==> config.mk <==
export PLATFORM = sky130hd
export DESIGN_NAME = seg7_display_master
export DESIGN_NICKNAME = d
export VERILOG_FILES = /design/src/rtl/seg7_pkg.sv /design/src/rtl/seg7_hex_encoder.sv /design/src/rtl/seg7_display_master.sv
export SDC_FILE = /design/constraint.sdc
export NUM_CORES = 1
export LEC_CHECK = 0
export ABC_AREA = 1
export BUFFER_PORTS_ARGS = -buffer_cell sky130_fd_sc_hd__buf_2
export CAP_MARGIN = 20
export CORE_MARGIN = 8
export CORE_UTILIZATION = 60
export CTS_BUF_LIST = sky130_fd_sc_hd__clkbuf_8 sky130_fd_sc_hd__clkbuf_16
export DETAILED_ROUTE_END_ITERATION = 10
export HOLD_SLACK_MARGIN = 0.1
export PLACE_DENSITY = 0.94
export SLEW_MARGIN = 30
export SYNTH_ARGS = -nofsm -noshare
export SYNTH_HDL_FRONTEND = slang
export SYNTH_SLANG_ARGS = --single-unit
export TNS_END_PERCENT = 1
==> constraint.sdc <==
create_clock -name clk -period 5.95 [get_ports clk]
set_clock_uncertainty 0.2 [all_clocks]
set_input_delay 0 -clock clk [delete_from_list [all_inputs] [get_ports clk]]
set_output_delay 0 -clock clk [all_outputs]
set_load 0.005 [all_outputs]
==> src/rtl/seg7_pkg.sv <==
// -----------------------------------------------------------------------------
// seg7_pkg
// Shared definitions for the seven-segment display master:
//   - state_e      : controller state encoding (IDLE / ENCODE / WRITE)
//   - HEX_TABLE_AL : active-low segment patterns for hex digits 0..F,
//                    bits [6:0] = segments g..a (bit 0 = a)
//   - BLANK_AL     : active-low "all segments off" pattern
//   - pack_lanes() : packs four 7-bit patterns into the 32-bit bus word,
//                    one byte lane per digit with bit 7 forced to 0
// -----------------------------------------------------------------------------
package seg7_pkg;

  localparam int unsigned NUM_DIGITS = 4;

  typedef enum logic [1:0] {
    ST_IDLE   = 2'd0,
    ST_ENCODE = 2'd1,
    ST_WRITE  = 2'd2
  } state_e;

  localparam logic [6:0] HEX_TABLE_AL [16] = '{
    7'h40, 7'h79, 7'h24, 7'h30, 7'h19, 7'h12, 7'h02, 7'h78,
    7'h00, 7'h10, 7'h08, 7'h03, 7'h46, 7'h21, 7'h06, 7'h0E
  };

  localparam logic [6:0] BLANK_AL = 7'h7F;

  function automatic logic [31:0] pack_lanes(input logic [NUM_DIGITS-1:0][6:0] pats);
    return {1'b0, pats[3], 1'b0, pats[2], 1'b0, pats[1], 1'b0, pats[0]};
  endfunction

endpackage

==> src/rtl/seg7_hex_encoder.sv <==
// -----------------------------------------------------------------------------
// seg7_hex_encoder
// Combinational hex-digit to seven-segment pattern converter.
// Ports:
//   nibble_i  in  4  hex digit to display
//   blank_i   in  1  1 = all segments off regardless of nibble_i
//   pattern_o out 7  segments g..a (bit 0 = a), polarity set by ACTIVE_LOW
// -----------------------------------------------------------------------------
module seg7_hex_encoder
  import seg7_pkg::*;
#(
  parameter bit ACTIVE_LOW = 1'b1
) (
  input  logic [3:0] nibble_i,
  input  logic       blank_i,
  output logic [6:0] pattern_o
);

  logic [6:0] pattern_al;

  // The table is stored active-low; active-high displays use the complement,
  // which also turns the blank pattern into all zeros.
  assign pattern_al = blank_i ? BLANK_AL : HEX_TABLE_AL[nibble_i];
  assign pattern_o  = ACTIVE_LOW ? pattern_al : ~pattern_al;

endmodule

==> src/rtl/seg7_display_master.sv <==
// -----------------------------------------------------------------------------
// seg7_display_master
// Avalon-MM write-only master that encodes a 16-bit value as four hex digits
// and writes only the byte lanes whose segment pattern changed since the last
// completed write. Optional periodic full rewrite of the shadow contents.
// Ports:
//   clk                in  1   system clock (rising edge)
//   reset              in  1   synchronous active-high reset
//   value_in           in  16  four hex digits, digit k = value_in[4k+3:4k]
//   value_load         in  1   strobe; samples value_in / blank_in
//   blank_in           in  4   per-digit blank
//   busy               out 1   high in ENCODE and WRITE
//   master_address     out AW  constant BASE_ADDR
//   master_write       out 1   Avalon write request
//   master_writedata   out 32  lane k = {1'b0, pattern_k}
//   master_byteenable  out 4   lanes carrying changed digits
//   master_waitrequest in  1   Avalon stall
// -----------------------------------------------------------------------------
module seg7_display_master
  import seg7_pkg::*;
#(
  parameter int unsigned             ADDR_WIDTH     = 32,
  parameter logic [ADDR_WIDTH-1:0]   BASE_ADDR      = '0,
  parameter bit                      ACTIVE_LOW     = 1'b1,
  parameter int unsigned             REFRESH_CYCLES = 0
) (
  input  logic                  clk,
  input  logic                  reset,
  input  logic [15:0]           value_in,
  input  logic                  value_load,
  input  logic [3:0]            blank_in,
  output logic                  busy,
  output logic [ADDR_WIDTH-1:0] master_address,
  output logic                  master_write,
  output logic [31:0]           master_writedata,
  output logic [3:0]            master_byteenable,
  input  logic                  master_waitrequest
);

  localparam int unsigned     CNT_W   = (REFRESH_CYCLES > 0) ? $clog2(REFRESH_CYCLES + 1) : 1;
  localparam logic [CNT_W-1:0] CNT_MAX = CNT_W'(REFRESH_CYCLES);

  state_e                       state_q, state_d;
  logic [15:0]                  pend_value_q;
  logic [3:0]                   pend_blank_q;
  logic                         pend_valid_q;
  logic [NUM_DIGITS-1:0][6:0]   shadow_q;
  logic                         force_all_q;
  logic [CNT_W-1:0]             refresh_cnt_q;
  logic [31:0]                  wdata_q, wdata_d;
  logic [3:0]                   be_q, be_d;

  logic [NUM_DIGITS-1:0][6:0]   pattern;
  logic [3:0]                   change_mask;
  logic [3:0]                   enc_mask;
  logic                         refresh_due;
  logic                         xfer_done;

  for (genvar k = 0; k < NUM_DIGITS; k++) begin : g_enc
    seg7_hex_encoder #(.ACTIVE_LOW(ACTIVE_LOW)) u_enc (
      .nibble_i  (pend_value_q[4*k +: 4]),
      .blank_i   (pend_blank_q[k]),
      .pattern_o (pattern[k])
    );
  end

  // NOTE: every signal written in an always_comb gets a default first, so no
  // path leaves it unassigned and no latch is inferred.
  always_comb begin
    change_mask = '0;
    for (int k = 0; k < NUM_DIGITS; k++) begin
      change_mask[k] = (pattern[k] != shadow_q[k]);
    end
  end

  // After reset the shadow is unknown to the slave, so every lane is written.
  assign enc_mask    = force_all_q ? 4'hF : change_mask;
  assign refresh_due = (REFRESH_CYCLES != 0) && (refresh_cnt_q == CNT_MAX);
  assign xfer_done   = (state_q == ST_WRITE) && !master_waitrequest;

  // Next-state logic. A strobe seen in IDLE goes straight to ENCODE because
  // the pending registers load on the same edge, meeting the load+2 latency.
  always_comb begin
    state_d = state_q;
    unique case (state_q)
      ST_IDLE: begin
        if (pend_valid_q || value_load) state_d = ST_ENCODE;
        else if (refresh_due)           state_d = ST_WRITE;
      end
      ST_ENCODE: state_d = (enc_mask == 4'h0) ? ST_IDLE : ST_WRITE;
      ST_WRITE:  if (!master_waitrequest) state_d = ST_IDLE;
      default:   state_d = ST_IDLE;
    endcase
  end

  // Bus word is captured only on entry to WRITE and then held across stalls.
  always_comb begin
    wdata_d = wdata_q;
    be_d    = be_q;
    if (state_q != ST_WRITE && state_d == ST_WRITE) begin
      if (state_q == ST_ENCODE) begin
        wdata_d = pack_lanes(pattern);
        be_d    = enc_mask;
      end else begin
        wdata_d = pack_lanes(shadow_q);
        be_d    = 4'hF;
      end
    end
  end

  // NOTE: sequential state uses non-blocking assignments so every register
  // samples pre-edge values regardless of statement order.
  always_ff @(posedge clk) begin
    if (reset) begin
      state_q       <= ST_IDLE;
      pend_value_q  <= '0;
      pend_blank_q  <= '0;
      pend_valid_q  <= 1'b0;
      // NOTE: the shadow array is reset, not left unknown, because the change
      // mask compares against it; X here would corrupt byteenable.
      shadow_q      <= '0;
      force_all_q   <= 1'b1;
      refresh_cnt_q <= '0;
      wdata_q       <= '0;
      be_q          <= '0;
    end else begin
      state_q <= state_d;
      wdata_q <= wdata_d;
      be_q    <= be_d;

      // A fresh strobe always wins over the ENCODE clear; latest load wins.
      if (value_load) begin
        pend_value_q <= value_in;
        pend_blank_q <= blank_in;
        pend_valid_q <= 1'b1;
      end else if (state_q == ST_ENCODE) begin
        pend_valid_q <= 1'b0;
      end

      if (xfer_done) begin
        for (int k = 0; k < NUM_DIGITS; k++) begin
          if (be_q[k]) shadow_q[k] <= wdata_q[8*k +: 7];
        end
        force_all_q   <= 1'b0;
        refresh_cnt_q <= '0;
      end else if (state_q == ST_IDLE && refresh_cnt_q != CNT_MAX) begin
        refresh_cnt_q <= refresh_cnt_q + 1'b1;
      end
    end
  end

  always_comb begin
    busy         = (state_q != ST_IDLE);
    master_write = (state_q == ST_WRITE);
  end

  assign master_address    = BASE_ADDR;
  assign master_writedata  = wdata_q;
  assign master_byteenable = be_q;

endmodule

Yosys cells after proc, flatten, opt, wreduce, memory -nomap -nowiden
Memories as Yosys holds them, arrays and structs flattened.
Index checks and enable logic that the tools add are counted.
{"block": "word_totals", "register_bits": 88, "latchBits": 0, "mem_bits_rw": 0, "romBits": 448, "inputBits": 24, "elab_cells": 64, "mem_count": 4}
{"memory": "(name not given)", "depth": 16, "width": 7, "rd": 1, "rd_ports_with_merged_regs": 0, "write_ports": 0, "line_no": "seg7_hex_encoder.sv:23", "rtl": "assign pattern_al = blank_i ? BLANK_AL : HEX_TABLE_AL[nibble_i];"}
{"memory": "(name not given)", "depth": 16, "width": 7, "rd": 1, "rd_ports_with_merged_regs": 0, "write_ports": 0, "line_no": "seg7_hex_encoder.sv:23"}
{"memory": "(name not given)", "depth": 16, "width": 7, "rd": 1, "rd_ports_with_merged_regs": 0, "write_ports": 0, "line_no": "seg7_hex_encoder.sv:23"}
{"memory": "(name not given)", "depth": 16, "width": 7, "rd": 1, "rd_ports_with_merged_regs": 0, "write_ports": 0, "line_no": "seg7_hex_encoder.sv:23"}
{"block": "op_classes", "addsub": 0, "mul": 0, "n_div": 0, "n_lt_le_gt_ge": 4, "eq_ne": 8, "n_shift": 0, "muxes": 21, "bitwise": 4, "n_reduce_logical": 12}
{"cell": "$mux W7", "count": 12}
{"cell": "$mux W31", "count": 1}
{"cell": "$ne A7 B7 Y1", "count": 4}
{"cell": "$ge A5 B5 Y1 const B", "count": 4}
{"cell": "$not A4 Y5", "count": 4}
{"cell": "$mux W4", "count": 2}
{"cell": "$reduce_and A2 Y1", "count": 4}
{"cell": "$mux W2", "count": 3}
{"cell": "$pmux W2 S3", "count": 1}
{"cell": "$eq A2 B2 Y1 const B", "count": 2}
{"cell": "$logic_not A4 Y1", "count": 1}
{"cell": "$reduce_bool A2 Y1", "count": 2}
{"cell": "$eq A2 B1 Y1 const B", "count": 1}
{"cell": "$logic_and A1 B1 Y1", "count": 2}
{"cell": "$logic_not A2 Y1", "count": 1}
{"cell": "$mux W1", "count": 2}
{"cell": "$ne A2 B2 Y1 const B", "count": 1}
{"cell": "$logic_not A1 Y1", "count": 1}
{"cell": "$logic_or A1 B1 Y1", "count": 1}

Logic depth before layout (Yosys ltp)
{"block": "depth", "ltp_word": 12, "ltp_mapped": 18, "ltp_nobuf": 17}

Cells and area by module
A second synthesis with hierarchy kept.
{"block": "unflattened", "hier_cells": 927, "hier_area_um2": 5661.7}
{"module": "seg7_display_master", "instances": 1, "cells_per_inst": 723, "area_per_inst_um2": 4491.8, "seq_area_each_um2": 1681.6}
{"module": "seg7_hex_encoder at g_enc[0].u_enc ...", "instances": 2, "cells_per_inst": 51, "area_per_inst_um2": 294.0, "seq_area_each_um2": 0.0}
{"module": "seg7_hex_encoder at g_enc[1].u_enc", "instances": 1, "cells_per_inst": 51, "area_per_inst_um2": 292.8, "seq_area_each_um2": 0.0}
{"module": "seg7_hex_encoder at g_enc[2].u_enc", "instances": 1, "cells_per_inst": 51, "area_per_inst_um2": 289.0, "seq_area_each_um2": 0.0}

Worst setup path after synthesis
Ideal clock, no wire load.
{"block": "synth_path", "path_kind": "register -> register", "start": "register pend_value_q[12]", "end": "register wdata_q[12], in the netlist master_writedata[12]", "t_arrival_ps": 1960, "path_slack_ps": 3677, "stages_incl_launch_ff": 16, "n_path_buf": 1, "period_less_slack_ps": 2273, "cell_sequence": "dfxtp_1 inv_1 ha_1 a31oi_1 nand2_1 nand2_1 nand3_1 nor2_1 nand3_1 nor2_2 nand2_4 nand2_4 buf_2 nand2_1 nand2_1 nor2_1"}
{"block": "synth_via", "elab_chain_len": 12}
{"item": "start: declaration", "line_no": "seg7_display_master.sv:44", "rtl": "logic [15:0] pend_value_q;"}
{"item": "start signal: assignment", "line_no": "seg7_display_master.sv:133", "rtl": "pend_value_q <= value_in;"}
{"item": "$not A4 Y5 (implied by the code)", "line_no": "seg7_hex_encoder.sv:23"}
{"item": "$mem_v2 Z16 W7"}
{"item": "$mux W7 (implied by the code) (2 in series)", "line_no": "seg7_hex_encoder.sv:23"}
{"item": "$mux W7", "line_no": "seg7_hex_encoder.sv:23"}
{"item": "$ne A7 B7 Y1", "line_no": "seg7_display_master.sv:72", "rtl": "change_mask[k] = (pattern[k] != shadow_q[k]);"}
{"item": "$mux W4", "line_no": "seg7_display_master.sv:77", "rtl": "assign enc_mask = force_all_q ? 4'hF : change_mask;"}
{"item": "$logic_not A4 Y1", "line_no": "seg7_display_master.sv:90", "rtl": "ST_ENCODE: state_d = (enc_mask == 4'h0) ? ST_IDLE : ST_WRITE;"}
{"item": "$mux W2", "line_no": "seg7_display_master.sv:90"}
{"item": "$pmux W2 S3", "line_no": "seg7_display_master.sv:85", "rtl": "unique case (state_q)"}
{"item": "$eq A2 B2 Y1", "line_no": "seg7_display_master.sv:100", "rtl": "if (state_q != ST_WRITE && state_d == ST_WRITE) begin"}
{"item": "$logic_and A1 B1 Y1", "line_no": "seg7_display_master.sv:100"}
{"item": "end signal: assignment", "line_no": "seg7_display_master.sv:128", "rtl": "wdata_q <= wdata_d;"}
{"item": "end: declaration", "line_no": "seg7_display_master.sv:50", "rtl": "logic [31:0] wdata_q, wdata_d;"}
No other way between the ends. The select of a mux whose other input is x is not followed.
A chain may end at the register's enable or synchronous reset.

Worst setup path after layout
{"block": "layout_path", "start": "register pend_value_q[12]", "end": "register state_q[1]"}
{"block": "layout_via", "elab_chain_len": 10}
{"item": "$not A4 Y5 (implied by the code)", "line_no": "seg7_hex_encoder.sv:23"}
{"item": "$mem_v2 Z16 W7"}
{"item": "$mux W7 (implied by the code) (2 in series)", "line_no": "seg7_hex_encoder.sv:23"}
{"item": "$mux W7", "line_no": "seg7_hex_encoder.sv:23"}
{"item": "$ne A7 B7 Y1", "line_no": "seg7_display_master.sv:72"}
{"item": "$mux W4", "line_no": "seg7_display_master.sv:77"}
{"item": "$logic_not A4 Y1", "line_no": "seg7_display_master.sv:90"}
{"item": "$mux W2", "line_no": "seg7_display_master.sv:90"}
{"item": "$pmux W2 S3", "line_no": "seg7_display_master.sv:85"}
{"item": "end signal: assignment", "line_no": "seg7_display_master.sv:127", "rtl": "state_q <= state_d;"}
{"item": "end: declaration", "line_no": "seg7_display_master.sv:43", "rtl": "state_e state_q, state_d;"}
No other way between the ends. The select of a mux whose other input is x is not followed.

==> qor.txt <==
Status - finished, final reports clean
Antenna violations before repair - 0
Yosys top cell area share - 0.312
LEAKAGE - 3.05 nW
First-pass GRT wire length - 22600 um
CTS tree - built
Post-Synthesis Cell Area - 0.00540 sq mm
Reg-to-Reg Start - pend_value_q[12]$_SDFFE_PP0P_
Post-route cell area - 0.00610 sq mm
Depth of the most critical reg-to-reg path - 13
Fmax - 0.300 GHz
RSZ-0062 raised after global routing - false
Mapped Cells - 843
Met3 usage - 0.0427
Setup Buffers After CTS - 0
Final total negative setup slack - 0 ns
Grt total ovfl - 0
Crit path kind - flop to flop
Slew Limit Fails - 0
Synth top area cells - dfxtp_1, nand2_1, o21ai_0
Number of nets in the layout - 967
Clk_lat worst skew - 0.36 ns
Min-delay src - master_waitrequest
Row cnt - 34
Initial Util - 0.619
Synthesized flop and latch total - 84
Clock Path Buffers - 2
Placed Instance Area - 0.00549 sq mm
Crit path launch type - flop
Vias - 5385
Die area - 0.0123 sq mm
Syn. warnings - 0
Die Span X - 111 um
Endpoints failing hold - 0
ANT nets after route - 0
Worst Hold Path EP - force_all_q$_SDFFE_PP1P_
Minimum clock period - 3.34 ns
Peak supply drop - 0.000191 V
Vias in the first global route - 5185
Register area share after synthesis - 0.312
Die Span Y - 111 um
TritonCTS Sinks - 84
Post-synth EDFFs - 0
Hold Path Depth - 4
P&R area growth vs syn - 13.0%
# IOs - 94
Core area - 0.00872 sq mm
Post-DR wirelength/cell - 12.8 um
Ys async rst share - 0
Ant. Diodes - 0
Crit path required time - 5.99 ns
TritonCTS Buffers - 9
Worst Max-Slew Pin Slew - 0.733 ns
GRT Total Usage - 0.210
Reg2Reg Capture Point - state_q[1]$_SDFF_PP0_
M1 GR Usage - 0.245
Initial DRC Count - 339
Synth area leader - dfxtp_1
H-tree depth - 3
Worst EP arrival - 3.38 ns
Via density - 5.24
Root Driver - clkbuf_8
HPWL Detailed - 8610 um
GR peak layer - met2
Drt pass-1 iters - 6
Clk pin slew, worst setup/hold paths - 0.08 ns
DRT Wirelength - 13200 um
Share of layout cells above drive strength 1 - 0.0978
Residual DRC count - 0
Pin count of the biggest net entering global routing - 83
Power density cells - 222 mW/mm^2
Synth Area per Inst - 6.40 sq um
Crit share post-route - 0.561
# Max-Cap Violations - 0
Slew margin rel. - 0.511
Worst setup EP type - flop
R2r setup slk - 2.61 ns
Setup violators final - 0
Yosys cell types - 30
HP Class - input pin to flop
Port bufs - 57
Critical path fanouts, max - 39
Most common flop cell mapped by yosys - dfxtp_1
GP Congestion - 0.952
GR Util met2 - 0.374
==> power breakdown <==
group / total (mW) / internal [mW] / switching [mW]
clock: 0.394 / 0.189 / 0.205
combinational: 0.322 / 0.125 / 0.197
sequential: 0.636 / 0.598 / 0.0385
total: 1.35 / 0.912 / 0.440
==> worst max-delay path, cell delays in order (launching register included) <==
cell	delay (ns)
dfxtp_1	0.41
inv_1	0.16
ha_1	0.35
a31oi_1	0.22
nand2_1	0.11
nand2_1	0.09
nand3_1	0.06
nor2_1	0.10
nand3_1	0.09
nor2_2	0.16
nand2_4	0.20
nand2_4	0.38
a21oi_1	0.11
dlygate4sd3_1	0.57
==> worst max path at each step <==
stage                                   from                                end  slack, ns  depth (start not counted)
6_report       pend_value_q[12]$_SDFFE_PP0P_              state_q[1]$_SDFF_PP0_       2.61                         13
5_1_grt         pend_value_q[4]$_SDFFE_PP0P_              state_q[1]$_SDFF_PP0_       2.27                         15
4_1_cts         pend_value_q[4]$_SDFFE_PP0P_              state_q[1]$_SDFF_PP0_       2.64                         15
3_5_place_dp   pend_value_q[12]$_SDFFE_PP0P_  master_writedata[18]$_SDFFE_PP0P_       3.13                         14
3_3_place_gp   pend_value_q[12]$_SDFFE_PP0P_  master_writedata[19]$_SDFFE_PP0P_       3.18                         14
2_1_floorplan  pend_value_q[12]$_SDFFE_PP0P_  master_writedata[12]$_SDFFE_PP0P_       3.68                         15
==> cell type report <==
cell class                      count  area, sq um
Inverter                           90          338
Tap cell                          108          135
Clock inverter                      7         60.1
Sequential cell                    84         1680
Fill cell                         726         2630
Clock buffer                        9          124
Multi-Input combinational cell    629         3040
Timing Repair Buffer              101          721
==> layer usage <==
metal | up-vias | wire, um | part of all wire
li1 | 2791 | - | -
met1 | 2394 | 5760 | 0.44
met2 | 177 | 6420 | 0.49
met3 | 23 | 773 | 0.059
met4 | 0 | 252 | 0.019
met5 | - | 0 | 0
==> synthesized netlist by cell type (2+ instances only) <==
| cell type | instances |
|---|---|
| nor2_1 | 80 |
| inv_1 | 83 |
| nor3b_1 | 2 |
| buf_1 | 3 |
| o21ai_0 | 84 |
| nor2_2 | 2 |
| nand3_1 | 80 |
| buf_2 | 5 |
| inv_2 | 6 |
| a31oi_1 | 2 |
| a21oi_2 | 2 |
| dfxtp_1 | 84 |
| o21ai_1 | 5 |
| nand3b_1 | 6 |
| clkbuf_1 | 21 |
| nand4_1 | 17 |
| ha_1 | 28 |
| a21oi_1 | 69 |
| nand2_4 | 2 |
| buf_4 | 43 |
| nand2_1 | 209 |
| buf_8 | 2 |
==> cells in the final DEF, fill, tap and decap left out, types with 2 or more instances in the layout <==
master,n
inv_2,8
conb_1,36
dfxtp_1,84
a31oi_1,2
clkbuf_8,9
nand2_4,2
nand3_1,80
o21ai_1,5
ha_1,28
inv_1,84
clkinv_2,3
a21oi_1,69
nand3b_1,6
dlygate4sd3_1,42
o21ai_0,84
nor2_1,79
nor2_2,2
buf_4,2
buf_2,57
nand2_1,209
a21oi_2,2
nor3b_1,2
nand4_1,17
==> flip-flops by register name (all words and copies together), names as in the netlist <==
signal / cells
master_writedata: 28
shadow_q: 28
pend_value_q: 16
master_byteenable: 4
pend_blank_q: 4
state_q: 2
force_all_q: 1
pend_valid_q: 1
==> logic make-up after synthesis <==
family	count (synthesis)	synth area share
fa+ha+maj	28	0.0649
simple gates	402	0.318
flops	84	0.312
other cells	1	0.000695
buf+inv	165	0.151
xor+xnor	1	0.00162
compound gates	162	0.152
==> stage by stage <==
stage                      util  total power, mW  setup slack (ns)  hold WS [ns]  std cells
after floorplan               -            0.881              3.68        -0.131        878
after global placement    0.630            0.928              3.18       -0.0135        970
after detailed placement  0.630            0.935              3.13      -0.00616        970
final                     0.699             1.35              2.61         0.248       1028
after CTS                 0.699             1.35              2.64         0.238       1028
after global routing      0.699             1.43              2.27         0.285       1028
==> timing repair <==
action / CTS / global route
endpoints found under the setup margin: 0 / 0
endpoints found under the hold margin: 25 / 0
hold buffers: 42 / 0
gates resized for setup: 0 / 0
No activity file was read; power rests on OpenSTA's default activity.
